File: config.mk
export PLATFORM = sky130hd
export DESIGN_NAME = stack_loop_fifo_flat
export DESIGN_NICKNAME = d
export VERILOG_FILES = /design/src/rtl/stack_loop_fifo_if.sv /design/src/rtl/stack_loop_fifo.sv /design/src/flat_wrapper.sv
export SDC_FILE = /design/constraint.sdc
export NUM_CORES = 1
export LEC_CHECK = 0
export ABC_CLOCK_PERIOD_IN_PS = 10990
export BUFFER_PORTS_ARGS = -buffer_cell sky130_fd_sc_hd__buf_2
export CAP_MARGIN = 5
export CORE_MARGIN = 3
export CORE_UTILIZATION = 47
export CTS_CLUSTER_DIAMETER = 40
export CTS_CLUSTER_SIZE = 40
export DETAILED_ROUTE_END_ITERATION = 7
export SLEW_MARGIN = 40
export SYNTH_ARGS = -nofsm -noshare
export SYNTH_HDL_FRONTEND = slang
export SYNTH_SLANG_ARGS = --single-unit
File: constraint.sdc
create_clock -name clockMac -period 10.99 [get_ports clockMac]
set_input_delay 1.099 -clock clockMac [delete_from_list [all_inputs] [get_ports clockMac]]
set_output_delay 1.099 -clock clockMac [all_outputs]
set_load 0.02 [all_outputs]
File: src/rtl/stack_loop_fifo_if.sv
// MAC-side Avalon-ST bundle: the TX beat stream into the loop and the RX beat stream back out.
// The master modport is the DMA side; the slave modport is the loopback.
interface stack_loop_fifo_if #(
  parameter int unsigned DATA_W  = 64,
  parameter int unsigned EMPTY_W = 3
);
  logic               tx_valid;
  logic               tx_ready;
  logic               tx_sop;
  logic               tx_eop;
  logic               tx_error;
  logic [DATA_W-1:0]  tx_data;
  logic [EMPTY_W-1:0] tx_empty;

  logic               rx_valid;
  logic               rx_ready;
  logic               rx_sop;
  logic               rx_eop;
  logic               rx_error;
  logic [DATA_W-1:0]  rx_data;
  logic [EMPTY_W-1:0] rx_empty;

  modport master (
    output tx_valid, tx_sop, tx_eop, tx_error, tx_data, tx_empty, rx_ready,
    input  tx_ready, rx_valid, rx_sop, rx_eop, rx_error, rx_data, rx_empty
  );

  modport slave (
    input  tx_valid, tx_sop, tx_eop, tx_error, tx_data, tx_empty, rx_ready,
    output tx_ready, rx_valid, rx_sop, rx_eop, rx_error, rx_data, rx_empty
  );
endinterface

File: src/rtl/stack_loop_fifo.sv
// MAC-side loopback: TX beats are buffered in a FIFO and replayed on RX, in either cut-through
// or store-and-forward mode, with a sticky flag for TX framing violations.
module stack_loop_fifo #(
  parameter int unsigned DATA_W    = 64,
  parameter int unsigned EMPTY_W   = 3,
  parameter int unsigned DEPTH     = 16,
  parameter int unsigned STORE_FWD = 0
) (
  input  logic                   clockMac,
  input  logic                   resetNMac,
  stack_loop_fifo_if.slave       mac,
  output logic [$clog2(DEPTH):0] level,
  output logic [$clog2(DEPTH):0] pkt_count,
  output logic                   proto_err
);

  localparam int unsigned PTR_W = $clog2(DEPTH);
  localparam int unsigned LVL_W = PTR_W + 1;

  typedef struct packed {
    logic [DATA_W-1:0]  data;
    logic               sop;
    logic               eop;
    logic               error;
    logic [EMPTY_W-1:0] empty;
  } entry_t;

  typedef enum logic {FR_IDLE, FR_PKT}    frame_e;
  typedef enum logic {DR_HOLD, DR_DRAIN}  drain_e;

  entry_t             mem_q [DEPTH];
  logic [PTR_W-1:0]   wr_ptr_q, wr_ptr_d;
  logic [PTR_W-1:0]   rd_ptr_q, rd_ptr_d;
  logic [LVL_W-1:0]   level_q, level_d;
  logic [LVL_W-1:0]   pkt_cnt_q, pkt_cnt_d;
  logic               perr_q, perr_d;
  logic               rst_done_q;
  frame_e             frame_q, frame_d;
  drain_e             drain_q, drain_d;

  logic               full_c;
  logic               tx_ready_c;
  logic               rx_valid_c;
  logic               wr_en_c;
  logic               rd_en_c;
  entry_t             wr_ent_c;
  entry_t             rd_ent_c;

  // Handshake qualifiers: derived only from registered state, never from the opposite side.
  always_comb begin
    full_c     = (level_q == LVL_W'(DEPTH));
    tx_ready_c = rst_done_q && !full_c;
    if (STORE_FWD != 0) begin
      // A full FIFO with no complete packet releases an oversize packet; it then drains to eop.
      rx_valid_c = (level_q != '0) &&
                   ((pkt_cnt_q != '0) || full_c || (drain_q == DR_DRAIN));
    end else begin
      rx_valid_c = (level_q != '0);
    end
    wr_en_c        = mac.tx_valid && tx_ready_c;
    rd_en_c        = rx_valid_c && mac.rx_ready;
    rd_ent_c       = mem_q[rd_ptr_q];
    wr_ent_c.data  = mac.tx_data;
    wr_ent_c.sop   = mac.tx_sop;
    wr_ent_c.eop   = mac.tx_eop;
    wr_ent_c.error = mac.tx_error;
    wr_ent_c.empty = mac.tx_empty;
  end

  // Next-state: pointers, occupancy, packet count, framing tracker and release tracker.
  always_comb begin
    wr_ptr_d  = wr_ptr_q;
    rd_ptr_d  = rd_ptr_q;
    level_d   = level_q;
    pkt_cnt_d = pkt_cnt_q;
    perr_d    = perr_q;
    frame_d   = frame_q;
    drain_d   = drain_q;

    if (wr_en_c) wr_ptr_d = wr_ptr_q + PTR_W'(1);
    if (rd_en_c) rd_ptr_d = rd_ptr_q + PTR_W'(1);

    unique case ({wr_en_c, rd_en_c})
      2'b10:   level_d = level_q + LVL_W'(1);
      2'b01:   level_d = level_q - LVL_W'(1);
      default: level_d = level_q;
    endcase

    unique case ({wr_en_c && mac.tx_eop, rd_en_c && rd_ent_c.eop})
      2'b10:   pkt_cnt_d = pkt_cnt_q + LVL_W'(1);
      2'b01:   pkt_cnt_d = pkt_cnt_q - LVL_W'(1);
      default: pkt_cnt_d = pkt_cnt_q;
    endcase

    if (wr_en_c) begin
      if ((frame_q == FR_IDLE && !mac.tx_sop) || (frame_q == FR_PKT && mac.tx_sop)) begin
        perr_d = 1'b1;
      end
      if (mac.tx_eop)      frame_d = FR_IDLE;
      else if (mac.tx_sop) frame_d = FR_PKT;
    end

    if (rd_en_c) drain_d = rd_ent_c.eop ? DR_HOLD : DR_DRAIN;
  end

  always_ff @(posedge clockMac or negedge resetNMac) begin
    if (!resetNMac) begin
      wr_ptr_q   <= '0;
      rd_ptr_q   <= '0;
      level_q    <= '0;
      pkt_cnt_q  <= '0;
      perr_q     <= 1'b0;
      rst_done_q <= 1'b0;
      frame_q    <= FR_IDLE;
      drain_q    <= DR_HOLD;
    end else begin
      wr_ptr_q   <= wr_ptr_d;
      rd_ptr_q   <= rd_ptr_d;
      level_q    <= level_d;
      pkt_cnt_q  <= pkt_cnt_d;
      perr_q     <= perr_d;
      rst_done_q <= 1'b1;
      frame_q    <= frame_d;
      drain_q    <= drain_d;
    end
  end

  // Payload storage carries no reset; stale entries are unreachable once the pointers clear.
  always_ff @(posedge clockMac) begin
    if (wr_en_c) mem_q[wr_ptr_q] <= wr_ent_c;
  end

  assign mac.tx_ready = tx_ready_c;
  assign mac.rx_valid = rx_valid_c;
  assign mac.rx_data  = rd_ent_c.data;
  assign mac.rx_sop   = rd_ent_c.sop;
  assign mac.rx_eop   = rd_ent_c.eop;
  assign mac.rx_error = rd_ent_c.error;
  assign mac.rx_empty = rd_ent_c.empty;
  assign level        = level_q;
  assign pkt_count    = pkt_cnt_q;
  assign proto_err    = perr_q;

endmodule

File: src/flat_wrapper.sv
// flat-port wrapper written by rule: the top's interface ports become plain ports
module stack_loop_fifo_flat 
#(
  parameter int unsigned DATA_W    = 64,
  parameter int unsigned EMPTY_W   = 3,
  parameter int unsigned DEPTH     = 16,
  parameter int unsigned STORE_FWD = 0
)
  (clockMac, resetNMac, level, pkt_count, proto_err, mac_tx_valid, mac_tx_sop, mac_tx_eop, mac_tx_error, mac_tx_data, mac_tx_empty, mac_rx_ready, mac_tx_ready, mac_rx_valid, mac_rx_sop, mac_rx_eop, mac_rx_error, mac_rx_data, mac_rx_empty);
  stack_loop_fifo_if #(.DATA_W(DATA_W), .EMPTY_W(EMPTY_W)) mac_i ();
  input  logic clockMac;
  input  logic resetNMac;
  output logic [$clog2(DEPTH):0] level;
  output logic [$clog2(DEPTH):0] pkt_count;
  output logic proto_err;
  input wire logic [$bits(mac_i.tx_valid)-1:0] mac_tx_valid;
  input wire logic [$bits(mac_i.tx_sop)-1:0] mac_tx_sop;
  input wire logic [$bits(mac_i.tx_eop)-1:0] mac_tx_eop;
  input wire logic [$bits(mac_i.tx_error)-1:0] mac_tx_error;
  input wire logic [$bits(mac_i.tx_data)-1:0] mac_tx_data;
  input wire logic [$bits(mac_i.tx_empty)-1:0] mac_tx_empty;
  input wire logic [$bits(mac_i.rx_ready)-1:0] mac_rx_ready;
  output wire logic [$bits(mac_i.tx_ready)-1:0] mac_tx_ready;
  output wire logic [$bits(mac_i.rx_valid)-1:0] mac_rx_valid;
  output wire logic [$bits(mac_i.rx_sop)-1:0] mac_rx_sop;
  output wire logic [$bits(mac_i.rx_eop)-1:0] mac_rx_eop;
  output wire logic [$bits(mac_i.rx_error)-1:0] mac_rx_error;
  output wire logic [$bits(mac_i.rx_data)-1:0] mac_rx_data;
  output wire logic [$bits(mac_i.rx_empty)-1:0] mac_rx_empty;
  assign mac_i.tx_valid = mac_tx_valid;
  assign mac_i.tx_sop = mac_tx_sop;
  assign mac_i.tx_eop = mac_tx_eop;
  assign mac_i.tx_error = mac_tx_error;
  assign mac_i.tx_data = mac_tx_data;
  assign mac_i.tx_empty = mac_tx_empty;
  assign mac_i.rx_ready = mac_rx_ready;
  assign mac_tx_ready = mac_i.tx_ready;
  assign mac_rx_valid = mac_i.rx_valid;
  assign mac_rx_sop = mac_i.rx_sop;
  assign mac_rx_eop = mac_i.rx_eop;
  assign mac_rx_error = mac_i.rx_error;
  assign mac_rx_data = mac_i.rx_data;
  assign mac_rx_empty = mac_i.rx_empty;
  stack_loop_fifo #(.DATA_W(DATA_W), .EMPTY_W(EMPTY_W), .DEPTH(DEPTH), .STORE_FWD(STORE_FWD)) u_core (.clockMac(clockMac), .resetNMac(resetNMac), .mac(mac_i), .level(level), .pkt_count(pkt_count), .proto_err(proto_err));
endmodule
==> results.txt, run 1 <==
The final count of pins violating max slew came out at 0. The number of hold violations in the final report came out at 0. The die covers between 90000 and 100000 µm². The total power came out at about 13 mW. The synthesized design contains approximately 1100 register bits. For this run, the leading register cell type out of synthesis is edfxtp_1. between 150 and 200 I/O pins were placed.

STA classifies the critical path endpoint as a primary output. At the pin with the least slew margin, the transition time is 0.865 ns. The routing layer with the top usage in global route is met2. On the final layout, the worst hold slack is around 0.37 ns. The share of the yosys chip area belonging to registers is 0.793. The net switching power is roughly 4 mW.

Entering global routing, the biggest net connects 89 pins. Across the VDD grid, the largest voltage drop is approximately 160 µV. OpenSTA, run right after detailed placement, puts the worst setup slack at about 6.2 ns. The global-route total usage across every layer is 0.207.

Summing every instance area after synthesis gives around 43000 µm². Clock tree synthesis selected as its root buffer the cell clkbuf_16. The total setup buffers inserted after CTS is 0. The initial core utilization is 0.476. The net switching fraction of the power came out at 0.307. The flow ran to the end, and the final reports show no timing, DRC or antenna violations. The net count after synthesis is about 2000. The final clock skew came out at roughly 0.028 ns.

The number of buffers inserted for hold repair after clock tree synthesis is 0. After synthesis, the mean cell area works out to ~23 µm². The share of layout cells above drive strength 1 came out at 0.333. The final critical delay including setup and external delays is between 5 and 6 ns. The cell-internal power is 9.25 mW. The floorplan step set the die height to approximately 300 µm.

The worst setup path is launched from a flip-flop. The post-layout worst setup margin is approximately 5.6 ns. The share of synthesized area in the top cell type comes to 0.781. The number of DRC violations after detailed-routing iteration 0 is ~2000. For this run, global-route usage on met3 was measured as 0.0401. Setup repair after global routing left no endpoint under its margin. STA puts the critical path data arrival time at roughly 4.3 ns.

The total power density per cell area is between 200 and 300 nW/µm². By area the synthesized netlist is led by edfxtp_1 78%, mux4_2 15%, a22oi_1 2.4%. Once placement finished, the instance area stood at around 46000 µm². The clock edge transition at the registers on the reported setup and hold paths is 0.05 ns. By startpoint and endpoint, the worst setup path is classified as flip-flop to primary output.

Yosys printed 0 warnings. The share of flip-flops with an asynchronous set or reset after synthesis is 0.0184. The wire length per cell came out at between 20 and 30 µm. The share of power burned in combinational logic is 0.270. The maximum fanout encountered on the critical timing path came out at 88. The final standard cell area without fillers came out at between 50000 and 60000 µm². The TritonCTS buffer count came out at 139. The standard-cell row count is 110. The CTS sink count is 1141. After clock tree synthesis, the repair step resized 0 gates. Summed over all cells, the static leakage comes to around 16 nW. At the worst endpoint, the required time is 9.89 ns.

The first global-routing pass estimated about 140 mm of wire. The number of design rule violations left after detail routing is 0. Summed over all instances, the cell type with the most area after synthesis is edfxtp_1.

TritonCTS built the clock tree. The clock network fraction of design power is 0.342. The sequential share of power came out at 0.388.

Derived from the worst setup path, the maximum achievable clock frequency is roughly 190 MHz. The maximum buffer depth of the clock tree is 3. The cell count after synthesis came out at 1853.

Input and output buffers added on the ports amount to about 160. Global routing finished with a remaining overflow of 0. The horizontal die dimension is 309 µm. The core footprint came out at 90400 µm². The worst slew margin relative to its limit is 0.423.

The routed design has around 97 mm of wire. The count of flip-flops with a built-in enable after synthesis is about 1100. The final antenna-violating net count came out at 0.

The clock latency reported for the late side of the worst-skew pair came out at about 0.74 ns. The routing usage on met2 came out at 0.346. The number of violations of the max-capacitance limit is 0. The per-cell via count in the routed design came out at around 6. The half-perimeter wire length after placement came out at about 48 mm. The via count of the first global-routing pass came out at 21300.

Among all cell types in the netlist, the one instantiated most often is edfxtp_1. The final layout contains 2192 nets. The worst hold path belongs to the class input pin to async pin. The first-pass detailed-route iteration total is 5. The post-synthesis to final-layout area growth came out at 16.9%. The final route contains around 20000 vias. The number of antenna violations at the first check in global routing came out at 12.

At the end of routability-driven placement, the weighted congestion stood at just over 0.7. The depth of the CTS H-tree is 4. In this run, distinct cell masters in the synthesized netlist total 39. The final total negative setup slack came out at 0 ns. In the global route stage, met1 resource usage came out at 0.283. The fraction of the cycle the final worst path needs came out at 0.492. Setup violations remaining at the end of the flow were counted as 0. The setup slack of the most critical reg-to-reg path came out at 6.71 ns. Sorting the synthesized cells by how often they occur yields 1120 x edfxtp_1, 280 x mux4_2, 138 x a22oi_1.
[sequential cells by signal (all words and copies together) (netlist names)]
register / count
u_core.frame_q: 1
u_core.level: 5
u_core.mem_q: 1120
u_core.pkt_count: 5
u_core.proto_err: 1
u_core.rd_ptr_q: 4
u_core.rst_done_q: 1
u_core.wr_ptr_q: 4
[area by class of cell]
class	count	area, µm²
Tap cell	1176	1470
Timing Repair Buffer	209	1370
Clock inverter	103	1230
Antenna cell	7	17.5
Inverter	13	48.8
Multi-Input combinational cell	599	8520
Clock buffer	149	3520
Sequential cell	1141	34200
Fill cell	6605	40100
[logic make-up (layout without fill, tap and decap cells)]
group           Yosys count  in the layout  synth area share
xor+xnor                 13             13           0.00264
flops                  1141           1141             0.793
fa+ha+maj                15             15           0.00471
simple gates            121            121            0.0117
mux                     284            284             0.147
buf+inv                 113            474            0.0125
other cells               1              8         0.0000871
compound gates          165            165            0.0280
[cell usage in the layout, fill, tap and decap left out, types with 4 or more instances in the layout]
| master | count |
|---|---|
| edfxtp_1 | 1120 |
| mux4_2 | 280 |
| buf_2 | 156 |
| clkbuf_16 | 139 |
| a22oi_1 | 138 |
| nand2_1 | 86 |
| buf_4 | 28 |
| clkinv_1 | 23 |
| dfrtp_1 | 19 |
| buf_6 | 17 |
| clkinv_2 | 15 |
| bufinv_16 | 15 |
| nor2_4 | 13 |
| ha_1 | 13 |
| inv_6 | 13 |
| clkinv_4 | 11 |
| xnor2_1 | 10 |
| clkbuf_1 | 10 |
| clkinvlp_4 | 10 |
| clkinv_8 | 8 |
| diode_2 | 7 |
| inv_1 | 7 |
| a21oi_1 | 7 |
| o21ai_0 | 5 |
| inv_2 | 5 |
| nor3_2 | 4 |
| clkinv_16 | 4 |
| buf_12 | 4 |
| buf_16 | 4 |
[critical path, cell delays in order, from the launching register on]
cell and delay [ns]:
dfrtp_4 0.84, buf_12 0.47, buf_16 0.47, buf_6 0.48, buf_12 0.29, mux4_2 0.32
a22oi_1 0.25, nand2_1 0.18, buf_2 0.20
[metal layers]
metal	vias to the layer above	wire length (µm)
li1	8463	-
met1	10800	40200
met2	609	49200
met3	143	5570
met4	2	1690
met5	-	11
[power by group through the flow]
stage / sequential, mW / clock (mW) / combinational (mW)
floorplan: 5.22 / 0 / 2.56
global placement: 5.26 / 0 / 3.64
detailed placement: 5.28 / 0 / 3.68
CTS: 5.19 / 4.66 / 3.68
global route: 5.21 / 4.85 / 3.89
finish: 5.18 / 4.57 / 3.61
[final timing paths]
path / start / end / depth (start not counted)
max in group asynchronous: resetNMac / u_core.rd_ptr_q[0] / 1
min in group clockMac: u_core.proto_err / u_core.proto_err / 1
worst max register to register: u_core.rd_ptr_q[1] / u_core.pkt_count[4] / 10
worst min register to register: u_core.proto_err / u_core.proto_err / 1
worst max-delay path: u_core.rd_ptr_q[1] / mac_rx_data[57] / 8
worst min-delay path: resetNMac / u_core.level[1] / 1
[through the flow]
step            util  std cells
2_1_floorplan      -       1853
3_3_place_gp   0.501       3131
3_5_place_dp   0.503       3136
4_1_cts        0.556       3388
5_1_grt        0.556       3390
6_report       0.557       3397
(Power assumes the default switching activity.)
==> run 2: changes to the inputs <==
--- a/config.mk
+++ b/config.mk
@@ -5,7 +5,7 @@
 export SDC_FILE = /design/constraint.sdc
 export NUM_CORES = 1
 export LEC_CHECK = 0
-export ABC_CLOCK_PERIOD_IN_PS = 10990
+export ABC_CLOCK_PERIOD_IN_PS = 4400
 export BUFFER_PORTS_ARGS = -buffer_cell sky130_fd_sc_hd__buf_2
 export CAP_MARGIN = 5
 export CORE_MARGIN = 3
@@ -13,6 +13,7 @@
 export CTS_CLUSTER_DIAMETER = 40
 export CTS_CLUSTER_SIZE = 40
 export DETAILED_ROUTE_END_ITERATION = 7
+export PLACE_DENSITY = 0.66
 export SLEW_MARGIN = 40
 export SYNTH_ARGS = -nofsm -noshare
 export SYNTH_HDL_FRONTEND = slang
==> constraint.sdc (replaced) <==
create_clock -name clockMac -period 4.4 [get_ports clockMac]
set_input_delay 0.44 -clock clockMac [delete_from_list [all_inputs] [get_ports clockMac]]
set_output_delay 0.44 -clock clockMac [all_outputs]
set_load 0.02 [all_outputs]
==> results.txt, run 2 (synthesized netlist as in run 1, its figures left out) <==
The flow ran to the end, and the final reports show no timing, DRC or antenna violations. The via count of the first global-routing pass came out at 21300 (-0.061%). The kind of start point of the critical path is a flip-flop. The layout filler cell count came out at 6468 (-2.1%).

The final clock skew came out at 0.0212 ns (-0.00727 ns). The worst slew margin relative to its limit is 0.432 (+0.00885). The number of nets at the end of the flow came out at 2188 (-0.18%). The register name with the most flops is u_core.mem_q. The final critical delay including setup and external delays is about 3.6 ns. The number of DRC violations after detailed-routing iteration 0 is 1895 (-5.2%). Leaving out fill and tap cells, the most frequent cell in the layout is edfxtp_1.

The final number of setup-violating endpoints came out at 0 (unchanged). The number of violations of the max-capacitance limit came out at 0 (unchanged). The core footprint came out at 90400 µm² (unchanged). The share of layout cells above drive strength 1 is 0.337 (+0.00423). The port buffer count is 156 (unchanged).

The final standard cell area without fillers is 50500 µm² (+0.27%). The per-cell via count in the routed design came out at 5.93 (+0.56%). The classification of the worst-slack hold path is input pin to flip-flop. The wire length reported by the detailed router came to 93.6 mm (-3.1%). The global route total overflow came to 0 (unchanged).

The worst register-to-register path begins at u_core.rd_ptr_q[2]. The initial core utilization is 0.476 (unchanged). The final count of pins violating max slew is 0 (unchanged). The number of top-level design ports came out at 157 (unchanged). The actual transition at the worst max-transition pin is 0.849 ns (-0.0160 ns). The standard-cell row count is 110 (unchanged). Setup repair after global routing left no endpoint under its margin. Leaving out fill and tap cells, the most frequent cells in the layout are 1120 x edfxtp_1, 280 x mux4_2, 156 x buf_2, 139 x clkbuf_16, 138 x a22oi_1. The CTS sink count was 1141 (unchanged). The number of hold violations in the final report is 0 (unchanged). The library cell used as clock root buffer is clkbuf_16.

The worst setup path category is flip-flop to primary output. The critical path starts at u_core.rd_ptr_q[0]. The leakage power came out at 16.3 nW (about the same).

The flip-flop count of the largest register after layout came out at 1120 (unchanged). The global-route total usage across every layer was 0.200 (-0.00680). The horizontal die dimension was 309 µm (unchanged). The global placer's final weighted congestion is 0.741 (+4.1%). In this run the most critical hold path is launched from mac_tx_data[62].

The slowest stage of the critical path belongs to the cell dfrtp_4. The final antenna-violating net count came out at 0 (unchanged). The delay of the slowest cell on the worst path came out at 0.63 ns (-0.21 ns). The largest net degree at the start of global routing came out at 129 (+45%). The family of cells with the greatest summed delay on the critical path is buffers and inverters. The peak supply drop is 474 µV (+190%). The clock edge transition at the registers on the reported setup and hold paths came out at 0.06 ns (about the same).

The critical path data arrival time came out at 3.19 ns (-1.12 ns). The global-route wire length before repair came to 139 mm (-2.0%). The post-layout worst setup margin was 0.773 ns (-4.81 ns).

The area of the die came out at 95300 µm² (unchanged). The instance area at placement was 45800 µm² (+0.71%). The number of resized instances in the post-cts repair step came out at 0 (unchanged). The maximum buffer depth of the clock tree is 3 (unchanged). The clock latency reported for the late side of the worst-skew pair came out at 0.72 ns (-0.02 ns).

The critical path goes through buf_12 -> mux4_2 -> a22oi_1 -> nand2_1 -> buf_2. The post-synthesis to final-layout area growth came out at 17.2%. The first-pass detailed-route iteration total came out at 5 (unchanged). The die height came out at 309 µm (unchanged).

The total setup buffers inserted after CTS is 0 (unchanged). The number of buffers and inverters on the critical path is 2 (-3). The required time of the critical path is 3.96 ns (-5.93 ns). The maximum fanout encountered on the critical timing path came to 81 (-8.0%).

The number of vias after detailed routing came out at 20100 (+0.26%). The number of design rule violations left after detail routing was 0 (unchanged). The half-perimeter wire length after placement is 47.7 mm (-0.36%).

The total power density per cell area is 661 nW/µm² (+150%). The number of antenna violations at the first check in global routing came out at 14 (+2). The TritonCTS buffer count came out at 133 (-4.3%).

The endpoint type of the worst setup path is a primary output. In the finished design, the share of the clock period the worst path needs comes to 0.824. The worst slack at placement is 0.991 ns (-5.19 ns). The depth of the CTS H-tree is 4 (unchanged). The wire length per cell was 27.6 µm (-2.8%). The number of buffers inserted for hold repair after clock tree synthesis was 1 (+1). The timing-limited maximum frequency is 276 MHz.

TritonCTS built the clock tree.
run 2: cell types whose count changed in the layout (fill, tap and decap cells not counted), sizes merged, moves of 2 or more:
cell | previous run | this run
inv | 30 | 44
bufinv | 15 | 13
clkbuf | 149 | 147
clkinvlp | 10 | 15
diode | 7 | 4
clkinv | 61 | 37
run 2: cell type report:
cell class / count / area, µm² / area share
Sequential cell: 1141 / 34200 / 0.677
Multi-Input combinational cell: 599 / 8560 / 0.170
Clock buffer: 147 / 3510 / 0.0695
Timing Repair Buffer: 211 / 1640 / 0.0326
Tap cell: 1176 / 1470 / 0.0292
Clock inverter: 96 / 1070 / 0.0211
Inverter: 13 / 48.8 / 0.000967
Antenna cell: 4 / 10.0 / 0.000198
run 2: power by group:
part	internal, mW	leakage (nW)	switching [mW]
sequential	12.6	10.3	0.311
combinational	3.88	3.75	5.43
clock	6.67	2.20	4.51
run 2: path summary, 6_finish.rpt:
check                                           end  slack, ns  cells past startpoint
min in group asynchronous           u_core.level[1]       0.26                      2
worst min-delay path            u_core.mem_q[6][68]       0.09                      1
worst max register to register  u_core.pkt_count[4]       0.99                     10
worst min register to register     u_core.proto_err       0.47                      1
max in group asynchronous        u_core.rd_ptr_q[0]       3.75                      2
worst max-delay path                mac_rx_data[16]       0.77                      5
run 2: metrics by stage:
stage	total power [mW]	util	cells	setup TNS, ns	hold WS [ns]
after global placement	22.4	0.506	3136	0	0.441
after floorplan	19.4	-	1853	-324.84	0.144
after CTS	33.8	0.558	3382	0	0.0418
final	33.4	0.558	3387	0	0.0944
after global routing	34.8	0.558	3383	0	0.0742
after detailed placement	22.6	0.507	3138	0	0.445
run 2: metal layers:
metal  vias up  routed length [µm]  track usage
met3       173                5740       0.0390
met5         -                  42            0
li1       8435                   -            -
met1     10700               39100        0.276
met4         6                2400       0.0656
met2       734               46400        0.325
==> run 3: changes to the inputs <==
--- a/config.mk
+++ b/config.mk
@@ -5,7 +5,8 @@
 export SDC_FILE = /design/constraint.sdc
 export NUM_CORES = 1
 export LEC_CHECK = 0
-export ABC_CLOCK_PERIOD_IN_PS = 4400
+export ABC_AREA = 1
+export ABC_CLOCK_PERIOD_IN_PS = 3700
 export BUFFER_PORTS_ARGS = -buffer_cell sky130_fd_sc_hd__buf_2
 export CAP_MARGIN = 5
 export CORE_MARGIN = 3
@@ -13,7 +14,6 @@
 export CTS_CLUSTER_DIAMETER = 40
 export CTS_CLUSTER_SIZE = 40
 export DETAILED_ROUTE_END_ITERATION = 7
-export PLACE_DENSITY = 0.66
 export SLEW_MARGIN = 40
 export SYNTH_ARGS = -nofsm -noshare
 export SYNTH_HDL_FRONTEND = slang
==> constraint.sdc (replaced) <==
create_clock -name clockMac -period 3.7 [get_ports clockMac]
set_input_delay 0.37 -clock clockMac [delete_from_list [all_inputs] [get_ports clockMac]]
set_output_delay 0.37 -clock clockMac [all_outputs]
set_load 0.02 [all_outputs]
==> results.txt, run 3 <==
Static timing analysis puts the maximum clock frequency at roughly 290 MHz. The global-route wire length before repair came out at 166 mm (+19%). The number of vias after detailed routing came to 28000 (+39%). The worst slack at placement came out at 0.767 ns (-0.224 ns). The smallest clock period supported by the final layout is computed as roughly 3.5 ns. The number of unique standard cell types used by synthesis is 29 (-26%). The worst setup path category is flip-flop to primary output.

The number of DRC violations after detailed-routing iteration 0 came out at 2475 (+31%). The library cell with the highest instance count after synthesis is edfxtp_1. The net count after synthesis is 3507 (+81%). The global-route total usage across every layer is 0.221 (+0.0213).

The number of violations of the max-capacitance limit came out at 0 (unchanged). The portion of netlist area occupied by mux cells came to 0 (-0.147). The number of standard cells in the layout, taps in and fillers out was 5015 (+48%). The kind of start point of the critical path is a flip-flop.

Setup repair after global routing left no endpoint under its margin. The final clock skew came out at 0.0289 ns (+0.00777 ns). The clock latency reported for the late side of the worst-skew pair is 0.72 ns (about the same). The global placer's final weighted congestion is 0.759 (+2.5%). The fraction of the mapped netlist area in adder cells is 0.00446 (-0.000243). The final number of setup-violating endpoints came out at 0 (unchanged). The share of layout cells above drive strength 1 is 0.130 (-0.207). The instance area at placement is 47600 µm² (+3.9%). The die height came out at 317 µm (+2.6%). The final standard cell area without fillers is 53600 µm² (+6.2%). Among cell families on the critical path, the largest total delay comes from buffers and inverters. The number of synthesis warnings came out at 0 (unchanged). The core footprint is 95400 µm² (+5.5%). The required time of the critical path came out at 3.33 ns (-0.63 ns). The cell area after synthesis is 45400 µm² (+5.4%). The count of flip-flops with a built-in enable after synthesis is 1120 (unchanged).

The CTS sink count is 1141 (unchanged). The share of flip-flops with an asynchronous set or reset after synthesis was 0.0184 (unchanged). The number of placed instances with taps included is 4665 (+49%). The via count of the first global-routing pass came out at 26800 (+26%).

The worst slew margin relative to its limit is 0.405 (-0.0277). The area of the die came out at 100000 µm² (+5.3%). The half-perimeter wire length after placement is 51.4 mm (+7.6%).

The depth of the CTS H-tree is 4 (unchanged). The final count of pins violating max slew came out at 0 (unchanged). The cell count after synthesis is 3418 (+84%). The actual transition at the worst max-transition pin came out at 0.893 ns (+0.0442 ns). The delay of the slowest cell on the worst path is 0.59 ns (-0.04 ns). The share of the synthesized area in the top cell type came out at 0.740 (-0.0404).

The number of hold violations in the final report came out at 0 (unchanged). The peak supply drop was 837 µV (+77%). The first-pass detailed-route iteration total is 7 (+2). Of all cell types, the one taking the most synthesized area is edfxtp_1. The final antenna-violating net count is 0 (unchanged). The global route total overflow was 0 (unchanged).

The number of design rule violations left after detail routing is 0 (unchanged). Compared with the post-synthesis result, the final layout area differs by 18.1%. Among all stages on the critical path, the largest delay is contributed by dfrtp_4. The leakage power came out at 18.2 nW (+12%). The number of nets at the end of the flow came out at 3711 (+70%). The fraction of the mapped netlist area in simple logic gates came out at 0.0774 (+0.0657). The most used flip-flop cell after synthesis is edfxtp_1. The total power density per cell area is 815 nW/µm² (+23%). The per-cell via count in the routed design is 5.57 (-6.0%). The TritonCTS buffer count is 148 (+11%). The flow ran to the end, and the final reports show no timing, DRC or antenna violations. Traced cell by cell, the critical path runs through buf_12 -> clkbuf_16 -> nor2_1 -> o211ai_1 -> nand3_1 -> nand2_1 -> buf_2. The post-layout worst setup margin was 0.212 ns (-0.561 ns). By count the netlist is led by 1120 x edfxtp_1, 592 x nor2_1, 419 x o21ai_0.

In the layout the commonest cells are 1120 x edfxtp_1, 576 x nor2_1, 419 x o21ai_0, 276 x o211ai_1, 158 x inv_1. The total setup buffers inserted after CTS is 0 (unchanged). The core utilization of the finished layout is 0.562 (+0.00368). The horizontal die dimension is 317 µm (+2.6%). The TritonCTS clock tree is yes. The wire length per cell is 22.6 µm (-18%). The number of antenna violations at the first check in global routing is 3 (-11). The share of the synthesized netlist area taken by xor and xnor gates came to 0.00270 (+0.0000562). The number of synthesized register bits is 1141 (unchanged).

By area, the combinational part of the netlist is dominated by compound AO/OA/AOI/OAI gates. The fraction of the mapped netlist area in compound gates is 0.122 (+0.0941). The fraction of the cycle the final worst path needs is 0.943. The standard-cell row count is 113 (+2.7%). The endpoint type of the worst setup path is a primary output. The largest net degree at the start of global routing is 199 (+54%).

The total power came out at 43.7 mW (+31%). The maximum buffer depth of the clock tree is 3 (unchanged). The post-synthesis average cell area is 13.3 µm² (-43%). The register with the most flip-flops in the final layout is u_core.mem_q. The maximum fanout encountered on the critical timing path came to 109 (+35%). The number of top-level design ports came to 157 (unchanged). The share of the yosys chip area belonging to registers is 0.752 (-0.0410). The most common cell after layout, fill and taps aside is edfxtp_1.

In this run the worst hold path is classified as input pin to flip-flop. The library cell used as clock root buffer is clkbuf_16. Yosys attributes the largest share of cell area to edfxtp_1 74%, nor2_1 4.9%, o21ai_0 4.6%.

The final total negative setup slack came to 0 ns (unchanged). The clock edge transition at the registers on the reported setup and hold paths is 0.06 ns (about the same). The critical path data arrival time is 3.12 ns (-0.07 ns). The wire length reported by the detailed router is 113 mm (+21%). The initial core utilization came out at 0.476 (about the same). The flip-flop count of the largest register after layout came out at 1120 (unchanged).

The worst slack on hold paths was 0.0508 ns (-0.0437 ns). The number of buffers and inverters on the critical path is 3 (+1). The port buffer count is 156 (unchanged).
## run 3: changes by cell type in the layout (fill, tap and decap cells not counted), moves of 48 or more
cell,delta
a21oi_1,+125
a22oi_1,-138
dlygate4sd3_1,+67
inv_1,+151
mux4_2,-280
nand2_1,+48
nand3_1,+155
nor2_1,+575
o211ai_1,+275
o21ai_0,+414
o21ai_1,+136
## run 3: worst reg2reg max path: cells and delay by family (launching register included)
kind / cells / cell delay [ns]
AO/OA/AOI/OAI: 2 / 0.30
buffers and inverters: 3 / 0.42
adder cells (fa/ha/maj): 2 / 0.68
flip-flops: 1 / 0.59
XOR/XNOR: 1 / 0.14
AND/OR/NAND/NOR: 9 / 0.65
## run 3: worst paths after layout
check                                   startpoint                  end  slack, ns  depth (start not counted)
worst min register to register    u_core.proto_err     u_core.proto_err       0.49                          1
worst max register to register  u_core.rd_ptr_q[0]  u_core.pkt_count[4]       0.80                         17
worst max-delay path            u_core.rd_ptr_q[0]      mac_rx_empty[1]       0.21                          7
min in group asynchronous                resetNMac  u_core.pkt_count[2]       0.16                          2
worst min-delay path                    mac_tx_sop   u_core.mem_q[9][5]       0.05                          1
max in group asynchronous                resetNMac   u_core.rd_ptr_q[1]       3.15                          2
## run 3: power by group
group          internal, mW  switching [mW]
clock network          9.03            5.75
registers              14.9           0.346
logic                  4.05            9.62
## run 3: metal layers
metal	vias up	part of all wire	GRT usage	wire, µm
met5	-	0	0	0
li1	13000	-	-	-
met3	163	0.056	0.0351	6330
met1	14000	0.43	0.299	48400
met2	795	0.49	0.373	56000
met4	0	0.022	0.0644	2450
## run 3: layout make-up
cell class,count,area [µm²]
antenna,2,5.00
clock buffer,169,3780
clock inverter,107,1430
fill,7675,41800
inverter,162,637
multi-input combinational,1882,9510
sequential,1141,34200
tap,1265,1580
timing repair buffer,287,2500
## run 3: cells by family after synthesis
kind of cell | count (synthesis)
AO/OA/AOI/OAI | 969
XOR/XNOR | 14
adder cells (fa/ha/maj) | 15
buffers and inverters | 395
flip-flops | 1141
other | 1
AND/OR/NAND/NOR | 883
## run 3: what timing repair did
item,4_1_cts,5_1_grt
hold endpoints to repair,1046,0
gates resized for setup,0,2
setup endpoints to repair,0,21
hold buffers,68,0
